File: src/rtl/result_bcd_converter.sv
// Sequential double-dabble binary-to-BCD converter: one shift per clock,
// start/busy/done handshake, overflow flag when the value exceeds DIGITS digits.
module result_bcd_converter #(
    parameter int unsigned N      = 8,
    parameter int unsigned DIGITS = 5
) (
    input  logic                  clk,
    input  logic                  rst_n,
    input  logic                  start,
    input  logic [2*N-1:0]        bin_in,
    output logic                  busy,
    output logic                  done,
    output logic [4*DIGITS-1:0]   bcd_out,
    output logic                  overflow
);

    localparam int unsigned W  = 2 * N;
    localparam int unsigned BW = 4 * DIGITS;
    localparam int unsigned CW = $clog2(W + 1);

    typedef enum logic {
        IDLE,
        CONVERT
    } state_t;

    state_t          state_q, state_d;
    logic [W-1:0]    bin_q, bin_d;
    logic [BW-1:0]   scr_q, scr_d;
    logic [CW-1:0]   cnt_q, cnt_d;
    logic            acc_q, acc_d;
    logic            busy_q, busy_d;
    logic            done_q, done_d;
    logic [BW-1:0]   bcd_q, bcd_d;
    logic            ovf_q, ovf_d;
    logic [BW-1:0]   adj;

    // Add-3 correction on every scratch digit in parallel before the shift.
    always_comb begin
        adj = scr_q;
        for (int i = 0; i < int'(DIGITS); i++) begin
            if (scr_q[4*i +: 4] >= 4'd5) begin
                adj[4*i +: 4] = scr_q[4*i +: 4] + 4'd3;
            end
        end
    end

    always_comb begin
        state_d = state_q;
        bin_d   = bin_q;
        scr_d   = scr_q;
        cnt_d   = cnt_q;
        acc_d   = acc_q;
        busy_d  = busy_q;
        done_d  = 1'b0;
        bcd_d   = bcd_q;
        ovf_d   = ovf_q;

        case (state_q)
            IDLE: begin
                if (start) begin
                    bin_d   = bin_in;
                    scr_d   = '0;
                    acc_d   = 1'b0;
                    cnt_d   = CW'(W);
                    busy_d  = 1'b1;
                    state_d = CONVERT;
                end
            end
            CONVERT: begin
                // Bit leaving the top digit carries weight 10^DIGITS: fold into overflow.
                scr_d = {adj[BW-2:0], bin_q[W-1]};
                bin_d = {bin_q[W-2:0], 1'b0};
                acc_d = acc_q | adj[BW-1];
                cnt_d = cnt_q - CW'(1);
                if (cnt_q == CW'(1)) begin
                    bcd_d   = scr_d;
                    ovf_d   = acc_d;
                    done_d  = 1'b1;
                    busy_d  = 1'b0;
                    state_d = IDLE;
                end
            end
            default: state_d = IDLE;
        endcase
    end

    always_ff @(posedge clk or negedge rst_n) begin
        if (!rst_n) begin
            state_q <= IDLE;
            bin_q   <= '0;
            scr_q   <= '0;
            cnt_q   <= '0;
            acc_q   <= 1'b0;
            busy_q  <= 1'b0;
            done_q  <= 1'b0;
            bcd_q   <= '0;
            ovf_q   <= 1'b0;
        end else begin
            state_q <= state_d;
            bin_q   <= bin_d;
            scr_q   <= scr_d;
            cnt_q   <= cnt_d;
            acc_q   <= acc_d;
            busy_q  <= busy_d;
            done_q  <= done_d;
            bcd_q   <= bcd_d;
            ovf_q   <= ovf_d;
        end
    end

    assign busy     = busy_q;
    assign done     = done_q;
    assign bcd_out  = bcd_q;
    assign overflow = ovf_q;

endmodule

File: config.mk
export PLATFORM = sky130hd
export DESIGN_NAME = result_bcd_converter
export DESIGN_NICKNAME = d
export VERILOG_FILES = /design/src/rtl/result_bcd_converter.sv
export SDC_FILE = /design/constraint.sdc
export NUM_CORES = 1
export LEC_CHECK = 0
export ABC_AREA = 1
export ABC_CLOCK_PERIOD_IN_PS = 3000
export BUFFER_PORTS_ARGS = -buffer_cell sky130_fd_sc_hd__buf_4
export CORE_MARGIN = 3
export CORE_UTILIZATION = 45
export CTS_BUF_LIST = sky130_fd_sc_hd__clkbuf_4 sky130_fd_sc_hd__clkbuf_8
export CTS_CLUSTER_SIZE = 8
export DETAILED_ROUTE_END_ITERATION = 12
export PLACE_DENSITY = 0.75
export RECOVER_POWER = 50
export SKIP_CTS_REPAIR_TIMING = 1
export SYNTH_ARGS = -nofsm -noshare
export SYNTH_HDL_FRONTEND = slang
export SYNTH_SLANG_ARGS = --single-unit
File: constraint.sdc
create_clock -name clk -period 3 [get_ports clk]
set_input_delay 0.6 -clock clk [delete_from_list [all_inputs] [get_ports clk]]
set_output_delay 0.6 -clock clk [all_outputs]
set_load 0.02 [all_outputs]
==> key figures <==
Status
  – Outcome: complete, but fails checks
  – Failing checks: capacitance limit, slew limit

Finish
  – Multi-input gate area: 0.001279 mm²
  – Design Area, Final: about 0.0037 mm²
  – FF+latch area: 0.001652 mm²
  – Final nets: roughly 450
  – Ratio of cells with drive above 1 in the final layout: 13.71%
  – Area Overhead vs Synth: 15.36%
  – FILL cells: around 640
  – Most frequent cells in the layout: nand2_1, dfrtp_1, nand3_1
  – N_diodes: 0
  – Final Core Density: 55.49%
  – Final Non-Filler Cells: 516
  – Commonest non-fill, non-tap cell in the layout: nand2_1

Floorplan
  – Die Y: approximately 90 µm
  – CORE AREA: around 0.0066 mm²
  – Die ar.: 0.008104 mm²
  – Top-Level Pins: 42
  – Die Width: 90.02 µm
  – Starting Density: 48.11%
  – Site Rows: 29

Timing
  – Total negative slack: 0 ns
  – Worst-margin pin slew: 1.586 ns
  – Final period util: 69.49%
  – Hold Vio Cnt, Final: 0
  – Rel. slew slack: -5.754%
  – Final Max Tran Viols: 67
  – RSZ-0062 raised after global routing: no
  – Count of final setup violators: 0
  – Clock Skew: 0.006271 ns
  – F_max: approximately 480 MHz
  – Tmin final: 2.085 ns

Synth
  – Post-Syn Instances: 376
  – Syn nets: 407
  – Top cells by area, synth: dfrtp_1, nand2_1, nand3_1, inv_1, ha_1
  – Sequential fraction of the synthesis area: 51.99%
  – Number of synthesized register bits: 66
  – Post-synth top area cell: dfrtp_1
  – Post-synth cell types: 24
  – Mean Syn Cell Area: 8.449 µm²
  – Post-Syn Area: 0.003177 mm²
  – Area fraction of the dominant cell type after synthesis: around half
  – Yosys synthesis warning count: 0

Power
  – Leakage: 1.884 nW
  – Power density cells: approximately 1100 mW/mm²
  – Peak VDD IR: 0.3183 mV
  – Tot Pwr: 4.155 mW

Critical path
  – CP startpoint kind: flop
  – Crit path required time: around 3.2 ns
  – Arrival time at the worst endpoint: 2.33 ns
  – Critical Path End Type: flop
  – CP Max Fanout: 22
  – Worst R2R Path Depth: 5
  – Critical path class: reg2reg

CTS
  – Root Driver: clkbuf_8
  – CTS sink cnt: 66
  – Total CTS buffers: 9
  – Deepest clock path buffer count: 2
  – Worst skew pair latency: 0.33 ns
  – # H-tree levels: 3
  – Worst-path clk slew: about 0.07 ns
  – TritonCTS clock tree: yes

Global routing
  – Met3 GRT Util: approximately 4%
  – Met2 usage: 28.25%
  – First-pass GRT wire length: 11510 µm
  – Global-route met1 utilization: 21.80%
  – Vias in the first global route: 2599
  – Initial antenna violation count: 0
  – GRT busiest layer: met2
  – Overflow after GRT: 0
  – Largest net degree at the start of global routing: between 60 and 70
  – Total GRT Usage: 17.20%

Drt
  – Final ANT Viol Nets: 0
  – Final wirelength: approximately 6600 µm
  – Initial DRC Count: 130
  – Wire per inst: 12.78 µm
  – Vias per std cell: roughly 5.0
  – Via count: around 2600
  – DR DRC count: 0
  – First-pass DRT Iterations: 4

Worst hold path
  – WHS Path Cells: 2
  – Hold crit path type: reg2reg

Place
  – Placed Instances: 500
  – Placer congestion estimate: 0.8592
  – Placed Area: between 0.003 and 0.004 mm²
  – Port Buf Inserts: just over 40
  – DP HPWL: 4542 µm

Run
  – Max Cap Viol: 1
[cells in the mapped netlist (all sizes together)]
cell type	number
nand2	141
dfrtp	66
nand3	50
inv	44
o21ai	25
ha	12
buf	10
o211ai	8
nor2	6
o221ai	5
o22ai	5
a21oi	1
clkbuf	1
mux2i	1
nand4	1
[final timing paths]
path,from,endpoint,slack [ns]
setup / recovery,state_q,bin_q[4],0.92
hold / removal,busy,busy,0.47
setup reg to reg,state_q,bin_q[4],0.92
hold reg to reg,busy,busy,0.47
max in group asynchronous,rst_n,scr_q[1],1.39
min in group asynchronous,rst_n,bcd_out[10],0.67
[registers in the layout, indices dropped and copies added, names as in the netlist]
register / flops
busy: 1
acc_q: 1
done: 1
bin_q: 16
scr_q: 20
bcd_out: 20
state_q: 1
overflow: 1
cnt_q: 5
[kinds of logic (layout without fill, tap and decap cells)]
family,count (synthesis),in the layout,synth area share [%]
AND/OR/NAND/NOR,198,198,27.10
flip-flops,66,66,51.99
buffers and inverters,55,102,7.522
adder cells (fa/ha/maj),12,12,4.726
multiplexers,1,1,0.3151
AO/OA/AOI/OAI,44,44,8.350
[final cells by class]
class	instances	share of cell area, %
clock buffers	13	4.370
clock inverters	3	0.4097
inverters	44	4.575
multi-input cells	255	34.89
flip-flops and latches	66	45.07
well taps	93	3.175
repair buffers	42	7.511
[critical path, stage by stage, from the launching register on]
cell,delay (ns)
dfrtp_1,0.54
inv_1,0.46
nand2_2,0.37
inv_2,0.42
nand2_1,0.10
o211ai_1,0.10
[per-stage QoR]
step                      hold slack, ns  setup WS, ns
after floorplan                   0.3044         1.670
after global placement            0.4620         1.013
after detailed placement          0.4602        0.8513
after CTS                         0.3878        0.8425
after global routing              0.4841        0.6889
final                             0.4732        0.9153
[where the power goes]
group / switching, mW / leakage, nW / internal (mW)
Combinational: 1.25 / 0.969 / 0.668
Sequential: 0.264 / 0.818 / 1.30
Clock: 0.319 / 0.0974 / 0.347
[per-layer routing]
metal / vias up / part of all wire [%] / wire length (µm)
met1: 1226 / 46 / 3004
li1: 1300 / - / -
met5: - / 0 / 0
met4: 0 / 0.30 / 20
met3: 2 / 6.2 / 408
met2: 73 / 48 / 3160
No activity file was read; power rests on OpenSTA's default activity.
